### config.mk
export PLATFORM = sky130hd
export DESIGN_NAME = mv_pattern_bars_flat
export DESIGN_NICKNAME = d
export VERILOG_FILES = /design/src/rtl/mv_pattern_bars_if.sv /design/src/rtl/mv_pattern_bars.sv /design/src/flat_wrapper.sv
export SDC_FILE = /design/constraint.sdc
export NUM_CORES = 1
export LEC_CHECK = 0
export ABC_AREA = 1
export BUFFER_PORTS_ARGS = -buffer_cell sky130_fd_sc_hd__buf_2
export CORE_ASPECT_RATIO = 0.5
export CORE_MARGIN = 3
export CORE_UTILIZATION = 48
export DETAILED_ROUTE_END_ITERATION = 6
export GPL_TIMING_DRIVEN = 0
export PLACE_DENSITY = 0.65
export SKIP_CTS_REPAIR_TIMING = 1
export SYNTH_ARGS = -nofsm -noshare
export SYNTH_HDL_FRONTEND = slang
export SYNTH_SLANG_ARGS = --single-unit
### constraint.sdc
create_clock -name clk -period 6.72 [get_ports clk]
set_clock_uncertainty 0.05 [all_clocks]
set_input_delay 1.344 -clock clk [delete_from_list [all_inputs] [get_ports clk]]
set_output_delay 1.344 -clock clk [all_outputs]
set_load 0.005 [all_outputs]
### src/rtl/mv_pattern_bars_if.sv
// Video stream bundle for mv_pattern_bars: timing strobes and coordinates in,
// delayed strobes and RGB pixels out.
interface mv_pattern_bars_if #(
  parameter int unsigned COORD_W = 12,
  parameter int unsigned COLOR_W = 8
);
  logic               timing_hs;
  logic               timing_vs;
  logic               timing_de;
  logic [COORD_W-1:0] timing_x;
  logic [COORD_W-1:0] timing_y;
  logic               hs;
  logic               vs;
  logic               de;
  logic [COLOR_W-1:0] rgb_r;
  logic [COLOR_W-1:0] rgb_g;
  logic [COLOR_W-1:0] rgb_b;

  modport master (
    output timing_hs, timing_vs, timing_de, timing_x, timing_y,
    input  hs, vs, de, rgb_r, rgb_g, rgb_b
  );

  modport slave (
    input  timing_hs, timing_vs, timing_de, timing_x, timing_y,
    output hs, vs, de, rgb_r, rgb_g, rgb_b
  );
endinterface

### src/rtl/mv_pattern_bars.sv
// Colour-bar test-pattern generator (rows / columns / checker / scrolling rows).
// Optional greyscale ramp output enabled by defining PATTERN_GRAY_EN.
module mv_pattern_bars #(
  parameter int unsigned BAR_LOG2 = 3,
  parameter int unsigned COORD_W  = 12,
  parameter int unsigned COLOR_W  = 8
) (
  input  logic        clk,
  input  logic        rst_n,
  input  logic [15:0] hactive,
  input  logic [15:0] vactive,
  input  logic [1:0]  mode,
  input  logic [7:0]  frame_div,
`ifdef PATTERN_GRAY_EN
  input  logic        gray_en,
`endif
  mv_pattern_bars_if.slave vid
);
  localparam int unsigned N = 1 << BAR_LOG2;

  typedef enum logic [1:0] {
    MODE_ROWS   = 2'd0,
    MODE_COLS   = 2'd1,
    MODE_CHECK  = 2'd2,
    MODE_SCROLL = 2'd3
  } mode_e;

  // Bar boundaries k*w (k = 1..N-1) are constant multiples of static config,
  // so the bar index is a count of boundaries passed instead of a divide.
  logic [15:0] bnd_x [N-1];
  logic [15:0] bnd_y [N-1];
  logic        wx_nz, wy_nz;

  always_ff @(posedge clk) begin
    wx_nz <= |(hactive >> BAR_LOG2);
    wy_nz <= |(vactive >> BAR_LOG2);
    for (int unsigned k = 1; k < N; k++) begin
      bnd_x[k-1] <= 16'(k * 32'(hactive >> BAR_LOG2));
      bnd_y[k-1] <= 16'(k * 32'(vactive >> BAR_LOG2));
    end
  end

  mode_e               mode_q;
  logic [BAR_LOG2-1:0] scroll_off;
  logic [7:0]          frame_cnt;
  logic                fe;

  logic [BAR_LOG2-1:0] bx, by, idx;
  logic [2:0]          pal;
  logic [COLOR_W-1:0]  pix_r, pix_g, pix_b;

  assign fe = vid.timing_vs & ~vid.vs;

  always_comb begin
    bx = '0;
    by = '0;
    for (int unsigned k = 1; k < N; k++) begin
      if (wx_nz && (32'(vid.timing_x) >= 32'(bnd_x[k-1]))) bx = bx + BAR_LOG2'(1);
      if (wy_nz && (32'(vid.timing_y) >= 32'(bnd_y[k-1]))) by = by + BAR_LOG2'(1);
    end
  end

  always_comb begin
    idx = '0;
    unique case (mode_q)
      MODE_ROWS:   idx = by;
      MODE_COLS:   idx = bx;
      MODE_CHECK:  idx = bx ^ by;
      MODE_SCROLL: idx = by + scroll_off;
      default:     idx = by;
    endcase
  end

  // Palette bit pattern: red off for 2,3,6,7; green off for 4..7; blue off for odd.
  always_comb begin
    pal   = 3'(idx);
    pix_r = {COLOR_W{~pal[1]}};
    pix_g = {COLOR_W{~pal[2]}};
    pix_b = {COLOR_W{~pal[0]}};
`ifdef PATTERN_GRAY_EN
    if (gray_en) begin
      for (int unsigned i = 0; i < COLOR_W; i++) begin
        pix_r[COLOR_W-1-i] = idx[BAR_LOG2-1-(i % BAR_LOG2)];
      end
      pix_g = pix_r;
      pix_b = pix_r;
    end
`endif
  end

  always_ff @(posedge clk or negedge rst_n) begin
    if (!rst_n) begin
      vid.hs     <= 1'b0;
      vid.vs     <= 1'b0;
      vid.de     <= 1'b0;
      vid.rgb_r  <= '0;
      vid.rgb_g  <= '0;
      vid.rgb_b  <= '0;
      mode_q     <= MODE_ROWS;
      scroll_off <= '0;
      frame_cnt  <= '0;
    end else begin
      vid.hs <= vid.timing_hs;
      vid.vs <= vid.timing_vs;
      vid.de <= vid.timing_de;
      if (vid.timing_de) begin
        vid.rgb_r <= pix_r;
        vid.rgb_g <= pix_g;
        vid.rgb_b <= pix_b;
      end else begin
        vid.rgb_r <= '0;
        vid.rgb_g <= '0;
        vid.rgb_b <= '0;
      end
      if (fe) begin
        mode_q <= mode_e'(mode);
        if (frame_cnt == frame_div) begin
          frame_cnt  <= '0;
          scroll_off <= scroll_off + BAR_LOG2'(1);
        end else begin
          frame_cnt <= frame_cnt + 8'd1;
        end
      end
    end
  end
endmodule

### src/flat_wrapper.sv
// flat-port wrapper written by rule: the top's interface ports become plain ports
module mv_pattern_bars_flat 
#(
  parameter int unsigned BAR_LOG2 = 3,
  parameter int unsigned COORD_W  = 12,
  parameter int unsigned COLOR_W  = 8
)
  (clk, rst_n, hactive, vactive, mode, frame_div, vid_timing_hs, vid_timing_vs, vid_timing_de, vid_timing_x, vid_timing_y, vid_hs, vid_vs, vid_de, vid_rgb_r, vid_rgb_g, vid_rgb_b);
  mv_pattern_bars_if #(.COORD_W(COORD_W), .COLOR_W(COLOR_W)) vid_i ();
  input  logic clk;
  input  logic rst_n;
  input  logic [15:0] hactive;
  input  logic [15:0] vactive;
  input  logic [1:0] mode;
  input  logic [7:0] frame_div;
  input wire logic [$bits(vid_i.timing_hs)-1:0] vid_timing_hs;
  input wire logic [$bits(vid_i.timing_vs)-1:0] vid_timing_vs;
  input wire logic [$bits(vid_i.timing_de)-1:0] vid_timing_de;
  input wire logic [$bits(vid_i.timing_x)-1:0] vid_timing_x;
  input wire logic [$bits(vid_i.timing_y)-1:0] vid_timing_y;
  output wire logic [$bits(vid_i.hs)-1:0] vid_hs;
  output wire logic [$bits(vid_i.vs)-1:0] vid_vs;
  output wire logic [$bits(vid_i.de)-1:0] vid_de;
  output wire logic [$bits(vid_i.rgb_r)-1:0] vid_rgb_r;
  output wire logic [$bits(vid_i.rgb_g)-1:0] vid_rgb_g;
  output wire logic [$bits(vid_i.rgb_b)-1:0] vid_rgb_b;
  assign vid_i.timing_hs = vid_timing_hs;
  assign vid_i.timing_vs = vid_timing_vs;
  assign vid_i.timing_de = vid_timing_de;
  assign vid_i.timing_x = vid_timing_x;
  assign vid_i.timing_y = vid_timing_y;
  assign vid_hs = vid_i.hs;
  assign vid_vs = vid_i.vs;
  assign vid_de = vid_i.de;
  assign vid_rgb_r = vid_i.rgb_r;
  assign vid_rgb_g = vid_i.rgb_g;
  assign vid_rgb_b = vid_i.rgb_b;
  mv_pattern_bars #(.BAR_LOG2(BAR_LOG2), .COORD_W(COORD_W), .COLOR_W(COLOR_W)) u_core (.clk(clk), .rst_n(rst_n), .hactive(hactive), .vactive(vactive), .mode(mode), .frame_div(frame_div), .vid(vid_i));
endmodule
==> results of run 1 <==
## cells in the mapped netlist, types with 14 or more instances
| cell type | instances | area (um2) |
|---|---|---|
| fa_1 | 31 | 621 |
| buf_4 | 21 | 158 |
| nand4_1 | 14 | 87.6 |
| nand2_2 | 16 | 100 |
| nand2_1 | 247 | 927 |
| nor2_1 | 88 | 330 |
| xnor2_1 | 14 | 123 |
| inv_1 | 242 | 908 |
| nand3_1 | 82 | 410 |
| a21oi_1 | 137 | 686 |
| dfxtp_1 | 112 | 2240 |
| o21ai_0 | 45 | 225 |
| ha_1 | 271 | 3390 |
| dfrtp_1 | 19 | 475 |
| xor2_1 | 55 | 482 |
## cell usage in the layout, fill, tap and decap left out, types with 4 or more instances in the layout
| master | netlist | final |
|---|---|---|
| nand3_2 | 13 | 13 |
| nand3_1 | 82 | 82 |
| ha_1 | 271 | 269 |
| o21ai_1 | 7 | 7 |
| xor2_1 | 55 | 55 |
| nand3b_1 | 7 | 7 |
| dfrtp_1 | 19 | 19 |
| buf_2 | 0 | 91 |
| nand4_1 | 14 | 14 |
| o21ai_0 | 45 | 45 |
| buf_4 | 21 | 23 |
| clkbuf_8 | 0 | 5 |
| nor3_1 | 12 | 12 |
| nand2_1 | 247 | 245 |
| nor2_1 | 88 | 88 |
| a21oi_2 | 3 | 6 |
| or2_2 | 6 | 6 |
| dfxtp_1 | 112 | 112 |
| o21bai_1 | 9 | 9 |
| nand2_4 | 5 | 5 |
| xnor2_1 | 14 | 14 |
| o211ai_1 | 7 | 7 |
| clkbuf_16 | 0 | 19 |
| a21o_1 | 6 | 6 |
| nand2_2 | 16 | 18 |
| o21a_1 | 7 | 7 |
| inv_1 | 242 | 241 |
| nor2_2 | 4 | 4 |
| o221ai_1 | 5 | 5 |
| a21oi_1 | 137 | 134 |
| fa_1 | 31 | 30 |
| nor3_2 | 5 | 5 |
| and2_1 | 6 | 6 |
## cell type report
type / instances / area share [%]
well taps: 336 / 3.06
multi-input cells: 1122 / 60.9
clock inverters: 6 / 0.629
clock buffers: 26 / 4.02
plain buffers: 23 / 1.31
repair buffers: 93 / 3.43
inverters: 248 / 6.82
flip-flops and latches: 131 / 19.8
## worst max-delay path by stage
stage | endpoint | slack, ns | depth (start not counted)
global placement | u_core.vid.rgb_g[6]$_DFF_PN0_ | -0.28 | 37
finish | u_core.vid.rgb_g[6]$_DFF_PN0_ | 0.42 | 40
CTS | u_core.vid.rgb_g[6]$_DFF_PN0_ | 0.04 | 37
global route | u_core.vid.rgb_g[6]$_DFF_PN0_ | -0.02 | 40
floorplan | u_core.vid.rgb_g[6]$_DFF_PN0_ | 0.53 | 36
detailed placement | u_core.vid.rgb_g[6]$_DFF_PN0_ | -0.36 | 37
## power by group
part,switching (mW),internal (mW),leakage (nW)
combinational,0.725,0.524,5.90
sequential,0.0709,0.956,1.17
clock,0.356,0.640,0.313
## cell families (layout without fill, tap and decap cells)
group | after synthesis | after routing | share of synthesized area, %
buffers and inverters | 271 | 396 | 9.19
AOI/OAI and AO/OA | 238 | 238 | 10.9
and+or+nand+nor | 513 | 513 | 19.6
adders and majority gates | 302 | 302 | 33.0
DFF | 131 | 131 | 22.3
xor gates and xnor gates | 69 | 69 | 4.97
## critical path: cells and delay by family
family                   cells  cell delay, ns
AND/OR/NAND/NOR             19            1.71
XOR/XNOR                     1            0.14
adder cells (fa/ha/maj)      7            1.89
AO/OA/AOI/OAI                7            1.00
buffers and inverters        6            0.51
## sequential cells by signal, indices dropped and copies added, names as in the netlist
signal,flops
u_core.bnd_x,55
u_core.bnd_y,55
u_core.frame_cnt,8
u_core.mode_q,2
u_core.scroll_off,3
u_core.vid.de,1
u_core.vid.hs,1
u_core.vid.rgb_b,1
u_core.vid.rgb_g,1
u_core.vid.rgb_r,1
u_core.vid.vs,1
u_core.wx_nz,1
u_core.wy_nz,1
## metal layers
metal / track usage (%) / up-vias / part of all wire (%)
li1: - / 5242 / -
met1: 23.8 / 4686 / 44
met2: 37.6 / 124 / 51
met3: 3.56 / 43 / 2.6
met4: 5.88 / 0 / 1.9
met5: 0 / - / 0
==> reports/results.tsv, run 1 <==
metric	value	unit
finalSetupViolCount	0	
synth_seq_area_share	22.3	%
max_freq	159	MHz
tightest_slew	0.580	ns
relSlewSlack	60.8	%
cp_slowest_cell	fa_2	
hold_violations	0	
root_buffer	clkbuf_16	
critPathArrivalTime	6.61	ns
grt_max_degree	20	
place_ws	-0.363	ns
holdCritStartpoint	u_core.frame_cnt[6]$_DFFE_PN0P_	
wl	27.0	mm
ant_nets	0	
h-tree-depth	4	
drc	0	
final.setup.tns	0	ns
period_needed	6.30	ns
p_leak	7.38	nW
p_per_area	238	nW/um2
total_power	3.27	mW
syn-cell-area	12200	um2
synth.ff_latch_count	131	
reg2reg_depth	38	
cp-startpoint	vid_timing_y[0]	
async_flop_share	14.5	%
final_cells	1985	
dpl-instance-area	13000	um2
ys_types	51	
path_clk_slew	0.06	ns
start_util	49.8	%
avgSynthCellArea	7.98	um2
seq_area	2720	um2
regToRegSetupSlack	1.08	ns
routabilityCongestion	0.868	
hold-worst-slack	0.437	ns
tritoncts.num_buffers	17	
grt_pass1_vias	10021	
drtIter0Drc	392	
r2r_start	u_core.bnd_y[4][1]$_DFF_P_	
clockBufferDepth	2	
status	finished clean	
synth_cells	1524	
grt_usage	20.2	%
antenna_found_initial	0	
ios	98	
vias_per_cell	5.09	
die_h	119	um
nets	2009	
dr.pass1.iters	4	
overflow	0	
end_kind	flop	
path_class	input port to flop	
syn_nets	1897	
dp_cells	1951	
utilization	56.2	%
rows	40	
hp-class	flop to flop	
period_share	93.8	%
drv_slew	0	
drive_above_1_share	13.1	%
clkLatencyLatePin	0.43	ns
synthFlopType	dfxtp_1	
start_kind	input port	
cp_slowest_stage_delay	0.36	ns
required	7.03	ns
synth_edf_count	0	
die_area	27400	um2
fin_area	13700	um2
fillers	2260	
wl_per_cell	13.6	um
hold_path_end	u_core.frame_cnt[6]$_DFFE_PN0P_	
cp_common_cell	nand2_1	
clkSinkCount	131	
dp_hpwl	21.9	mm
multi_input_area	8370	um2
port_buffers	91	
die_w	231	um
n_antenna_cell	0	
ir_drop	0.171	mV
drv_cap	0	
r2r-end	u_core.vid.rgb_g[6]$_DFF_PN0_	
fin_ws	0.419	ns
num_vias	10095	
area_delta_synth_final	12.9	%
crit_path_max_fanout	4	
hold_depth	1	
grt_first_pass_wirelength	45.6	mm
cts_tree	done	
core_area	24400	um2
yosys_warnings	0	
No activity file was read; power rests on OpenSTA's default activity.
==> run 2, diff against run 1 <==
--- a/config.mk
+++ b/config.mk
@@ -5,7 +5,6 @@
 export SDC_FILE = /design/constraint.sdc
 export NUM_CORES = 1
 export LEC_CHECK = 0
-export ABC_AREA = 1
 export BUFFER_PORTS_ARGS = -buffer_cell sky130_fd_sc_hd__buf_2
 export CORE_ASPECT_RATIO = 0.5
 export CORE_MARGIN = 3
==> run 2 against run 1 <==
Effect of this change: first-iteration DRC count down 0.51%; combinational power fell by 6%; cell area decreased by 4.3%; count of clock-buffer cells in the layout is 4 lower; synthesized cell count down 17%; setup slack worse by 0.26 ns; cell count down 15%; clock power down 4.2%; critical path depth is 10 lower; critical path type unchanged.
==> reports/results.tsv, run 2 <==
metric	value	unit	change
synth_top_area_share	29.5	%	+1.6 points
grt_pass1_vias	9123		-9.0%
area_delta_synth_final	14.5	%	
multi_input_area	8110	um2	-3.1%
yosys_warnings	0		unchanged
synth_seq_area_share	23.7	%	+1.3 points
synth_edf_count	0		unchanged
p_sw_share	33.0	%	-2.3 points
ys_types	68		+33%
finalSetupViolCount	0		unchanged
tightest_slew	0.731	ns	+0.151 ns
hold-worst-slack	0.459	ns	+0.0215 ns
met1Wirelength	11.0	mm	-7.9%
hold_violations	0		unchanged
start_util	49.5	%	-0.25 points
p_int	2.11	mW	-0.35%
die_w	225	um	-2.7%
overflow	0		unchanged
drv_slew	0		unchanged
cp_common_cell	o21a_1		
wl_per_cell	14.4	um	+5.4%
required	7.00	ns	-0.03 ns
synth_area_leaders	ha_1, dfxtp_1, inv_1, fa_1, xnor2_1		
yosysTopAreaCell	ha_1		
vias_per_cell	5.26		+3.4%
dp_hpwl	19.6	mm	-10%
power_frac_comb	37.3	%	-0.9 points
routabilityCongestion	0.877		+0.99%
n_antenna_cell	0		unchanged
drive_above_1_share	14.0	%	+0.88 points
grt_max_degree	20		unchanged
ios	98		unchanged
dr.pass1.iters	4		unchanged
syn-cell-area	11500	um2	-5.6%
critPathArrivalTime	6.84	ns	+0.23 ns
period_needed	6.56	ns	+0.258 ns
final_cells	1695		-15%
cp_slowest_stage_delay	0.37	ns	about the same
h-tree-depth	4		unchanged
clockBufferDepth	2		unchanged
status	finished clean		
rows	39		-2.5%
drv_cap	0		unchanged
cts_tree	done		
layout_commonest_cell	ha_1		
start_kind	input port		
num_vias	8909		-12%
period_share	97.6	%	+3.8 points
wl	24.3	mm	-10%
reg.largest.list	u_core.bnd_x (55), u_core.bnd_y (55), u_core.frame_cnt (8)		
ir_drop	0.151	mV	-12%
nets	1748		-13%
cp_slowest_cell	fa_2		
seq_area	2720	um2	unchanged
wl_met2	12.2	mm	-12%
core_area	23200	um2	-5.1%
port_buffers	91		unchanged
utilization	56.7	%	+0.48 points
synth_cells	1258		-17%
syn_nets	1631		-14%
dp_cells	1656		-15%
crit_path_max_fanout	7		+3
pwr-share-clk	30.3	%	about the same
path_clk_slew	0.06	ns	about the same
grt_usage	19.6	%	-0.66 points
path_class	input port to flop		
p_per_area	240	nW/um2	+0.63%
end_kind	flop		
p_leak	6.74	nW	-8.7%
clkSinkCount	131		unchanged
final_cell_mix	ha_1, inv_1, dfxtp_1		
drc	0		unchanged
drtIter0Drc	390		-0.51%
max_freq	152	MHz	-3.9%
clkLatencyLatePin	0.44	ns	about the same
tritoncts.num_buffers	17		unchanged
synthFlopType	dfxtp_1		
total_power	3.15	mW	-3.7%
hp-class	flop to flop		
p_seq_share	32.4	%	+1.0 points
final.setup.tns	0	ns	unchanged
async_flop_share	14.5	%	unchanged
ant_nets	0		unchanged
route.met3.wl	657	um	-7.5%
grt_first_pass_wirelength	41.2	mm	-9.7%
fillers	2032		-10%
ys_top_cells_by_count	ha_1, inv_1, dfxtp_1		
die_area	25900	um2	-5.4%
die_h	115	um	-2.7%
highest_layer	met4		
synth.ff_latch_count	131		unchanged
relSlewSlack	50.9	%	-9.9 points
rsz0062_at_grt	true		
root_buffer	clkbuf_16		
antenna_found_initial	0		unchanged
avgSynthCellArea	9.13	um2	+14%
switchingPower	1.04	mW	-9.8%
synthMostInstantiatedCell	ha_1		
[run 2: cell types whose count changed after synthesis, moves of 40 or more]
cell and change:
a21oi_1 -68, nand3_1 -64, xnor2_1 +52, nand2_1 -168
xor2_1 -40, inv_1 -71
[run 2: worst paths after layout]
check / slack (ns) / endpoint / from / cells after the start
max: 0.16 / u_core.vid.rgb_g[6]$_DFF_PN0_ / vid_timing_y[2] / 30
min: 0.46 / u_core.scroll_off[0]$_DFFE_PN0P_ / u_core.scroll_off[0]$_DFFE_PN0P_ / 1
max reg2reg: 0.73 / u_core.vid.rgb_g[6]$_DFF_PN0_ / u_core.bnd_y[4][1]$_DFF_P_ / 30
min reg2reg: 0.46 / u_core.scroll_off[0]$_DFFE_PN0P_ / u_core.scroll_off[0]$_DFFE_PN0P_ / 1
max in group asynchronous: 5.52 / u_core.scroll_off[0]$_DFFE_PN0P_ / rst_n / 1
min in group asynchronous: 0.79 / u_core.vid.hs$_DFF_PN0_ / rst_n / 1
[run 2: layout make-up]
cell class,count,share of cell area (%)
Timing Repair Buffer,98,3.91
Multi-Input combinational cell,931,61.7
Clock inverter,10,0.990
Tap cell,307,2.92
Clock buffer,22,3.61
Buffer,25,1.32
Inverter,171,4.88
Sequential cell,131,20.7
[run 2: cells by family (layout without fill, tap and decap cells)]
logic type	after synthesis	in the layout	share of synthesized area, %
adders and majority gates	302	302	34.9
and+or+nand+nor	276	276	12.0
AOI/OAI and AO/OA	260	260	14.7
buffers and inverters	196	326	7.10
DFF	131	131	23.7
xor gates and xnor gates	85	85	6.85
muxes	8	8	0.763
[run 2: worst max-delay path, delay by kind of cell]
| family | cells | cell delay, ns |
|---|---|---|
| and+or+nand+nor | 5 | 0.72 |
| buffers and inverters | 1 | 0.12 |
| adders and majority gates | 7 | 1.81 |
| AOI/OAI and AO/OA | 13 | 1.84 |
| muxes | 3 | 0.86 |
| xor gates and xnor gates | 1 | 0.15 |
[run 2: metal layers]
| metal | global-route usage (%) | vias up |
|---|---|---|
| met4 | 5.96 | 0 |
| met2 | 36.1 | 81 |
| met3 | 3.78 | 31 |
| li1 | - | 4583 |
| met5 | 0 | - |
| met1 | 23.3 | 4214 |
[run 2: power by group through the flow]
stage / clock network [mW] / registers [mW] / logic [mW]
after floorplan: 0 / 1.02 / 0.842
final: 0.954 / 1.02 / 1.18
after global routing: 1.01 / 1.04 / 1.36
after detailed placement: 0 / 1.04 / 1.14
after global placement: 0 / 1.03 / 1.09
after CTS: 0.972 / 1.02 / 1.15
[run 2: stage by stage]
step	worst slack [ns]	area, um2
after CTS	-0.235	12900
after global placement	-0.518	12300
after global routing	-0.162	13100
after detailed placement	-0.682	12300
final	0.161	13100
after floorplan	0.00821	11500
==> run 3, diff against run 2 <==
--- a/config.mk
+++ b/config.mk
@@ -6,7 +6,6 @@
 export NUM_CORES = 1
 export LEC_CHECK = 0
 export BUFFER_PORTS_ARGS = -buffer_cell sky130_fd_sc_hd__buf_2
-export CORE_ASPECT_RATIO = 0.5
 export CORE_MARGIN = 3
 export CORE_UTILIZATION = 48
 export DETAILED_ROUTE_END_ITERATION = 6
==> run 3 against run 2 <==
Effect of this change: setup slack worse by 0.021 ns; non-clock buffer count up 1; count of clock-buffer cells in the layout decreased by 2; cell area increased by 0.32%; die area fell by 0.43%; clock power up 2%; combinational power barely moved; flip-flop and latch count did not move; register-to-register slack worse by 0.04 ns; critical path depth stayed put; cell count up 0.41%; worst hold slack better by 0.0070 ns; critical path type unchanged.
==> reports/results.tsv, run 3 (same netlist as run 2, synthesis figures left out) <==
metric	value	unit	change
status	finished clean		
drv_cap	0		unchanged
cts_tree	done		
reg.largest.list	u_core.bnd_x (55), u_core.bnd_y (55), u_core.frame_cnt (8)		
nets	1749		+0.057%
power_frac_comb	37.2	%	about the same
place_ws	-0.626	ns	+0.0559 ns
rows	55		+41%
drtIter0Drc	314		-19%
port_buffers	91		unchanged
start_util	49.8	%	+0.27 points
p_int	2.11	mW	about the same
clockBufferDepth	2		unchanged
cp_slowest_cell	fa_2		
antenna_found_initial	0		unchanged
period_share	97.9	%	+0.32 points
drc	0		unchanged
tightest_slew	0.711	ns	-0.0196 ns
die_area	25800	um2	-0.43%
fillers	2065		+1.6%
finalSetupViolCount	0		unchanged
path_class	input port to flop		
critPathBufInv	1		unchanged
hold_violations	0		unchanged
required	6.97	ns	-0.03 ns
utilization	57.2	%	+0.49 points
wl	23.8	mm	-2.2%
p_leak	6.75	nW	+0.14%
drv_slew	0		unchanged
die_h	161	um	+39%
cp_slowest_stage_delay	0.37	ns	about the same
tritoncts.num_buffers	17		unchanged
routabilityCongestion	0.824		-6.1%
grt_max_degree	20		unchanged
hp-class	flop to flop		
switchingPower	1.06	mW	+2.1%
ios	98		unchanged
core_area	23100	um2	-0.54%
p_per_area	241	nW/um2	+0.33%
fin_ws	0.140	ns	-0.0212 ns
n_antenna_cell	0		unchanged
end_kind	flop		
wl_per_cell	14.0	um	-2.6%
h-tree-depth	4		unchanged
root_buffer	clkbuf_16		
cpLargestDelayFamily	adder cells		
dr.pass1.iters	4		unchanged
drive_above_1_share	14.2	%	+0.21 points
area_delta_synth_final	14.8	%	
clkSinkCount	131		unchanged
max_freq	152	MHz	-0.32%
grt_usage	18.9	%	-0.71 points
start_kind	input port		
vias_per_cell	5.15		-2.0%
ant_nets	0		unchanged
p_seq_share	32.1	%	-0.3 points
critPathArrivalTime	6.83	ns	about the same
clkLatencyLatePin	0.42	ns	-0.02 ns
ir_drop	0.187	mV	+24%
relSlewSlack	52.2	%	+1.3 points
period_needed	6.58	ns	+0.0212 ns
final_cell_mix	ha_1, inv_1, dfxtp_1		
die_w	161	um	-29%
pwr-share-clk	30.6	%	+0.3 points
layout_commonest_cell	ha_1		
path_clk_slew	0.06	ns	about the same
crit_path_max_fanout	7		unchanged
p_sw_share	33.5	%	+0.49 points
overflow	0		unchanged
num_vias	8770		-1.6%
grt_first_pass_wirelength	40.3	mm	-2.1%
dp_hpwl	19.1	mm	-2.5%
grt_pass1_vias	8744		-4.2%
[run 3: changes by cell type in the layout (fill, tap and decap cells not counted), sizes merged]
cell,delta
clkbuf,-2
clkinv,-3
buf,+1
inv,+2
clkinvlp,+3
[run 3: through the flow]
stage | std cells | total power, mW | setup TNS (ns) | cell area (um2) | hold WS (ns)
floorplan | 1258 | 1.86 | 0 | 11500 | 0.415
global placement | 1662 | 2.14 | -0.861 | 12300 | 0.437
detailed placement | 1662 | 2.18 | -1.02 | 12300 | 0.437
CTS | 1694 | 3.17 | -0.193 | 13000 | 0.448
global route | 1702 | 3.43 | -0.0841 | 13200 | 0.488
finish | 1702 | 3.17 | 0 | 13200 | 0.466
[run 3: final cells by class]
class	instances	area (um2)	share of cell area, %
multi-input cells	931	8130	61.6
flip-flops and latches	131	2720	20.6
inverters	171	642	4.87
repair buffers	99	526	3.99
clock buffers	20	457	3.46
well taps	313	392	2.97
plain buffers	25	174	1.32
clock inverters	12	153	1.16
[run 3: worst paths after layout]
| check | startpoint | end | slack (ns) | cells after the start |
|---|---|---|---|---|
| max in group asynchronous | rst_n | u_core.vid.vs$_DFF_PN0_ | 5.50 | 1 |
| hold reg to reg | u_core.scroll_off[0]$_DFFE_PN0P_ | u_core.scroll_off[0]$_DFFE_PN0P_ | 0.47 | 1 |
| hold / removal | u_core.scroll_off[0]$_DFFE_PN0P_ | u_core.scroll_off[0]$_DFFE_PN0P_ | 0.47 | 1 |
| min in group asynchronous | rst_n | u_core.vid.hs$_DFF_PN0_ | 0.81 | 1 |
| setup reg to reg | u_core.bnd_y[4][1]$_DFF_P_ | u_core.vid.rgb_g[6]$_DFF_PN0_ | 0.69 | 30 |
| setup / recovery | vid_timing_y[2] | u_core.vid.rgb_g[6]$_DFF_PN0_ | 0.14 | 30 |
[run 3: power groups by stage]
| stage | logic (mW) | clock network [mW] | registers, mW |
|---|---|---|---|
| finish | 1.18 | 0.971 | 1.02 |
| global route | 1.36 | 1.03 | 1.04 |
| CTS | 1.15 | 0.994 | 1.02 |
| detailed placement | 1.14 | 0 | 1.04 |
| global placement | 1.11 | 0 | 1.03 |
| floorplan | 0.842 | 0 | 1.02 |
[run 3: layer usage]
layer	wire length (um)	GRT usage (%)
met5	0	0
met4	375	4.69
met3	826	3.51
met2	11600	33.5
met1	10900	23.6
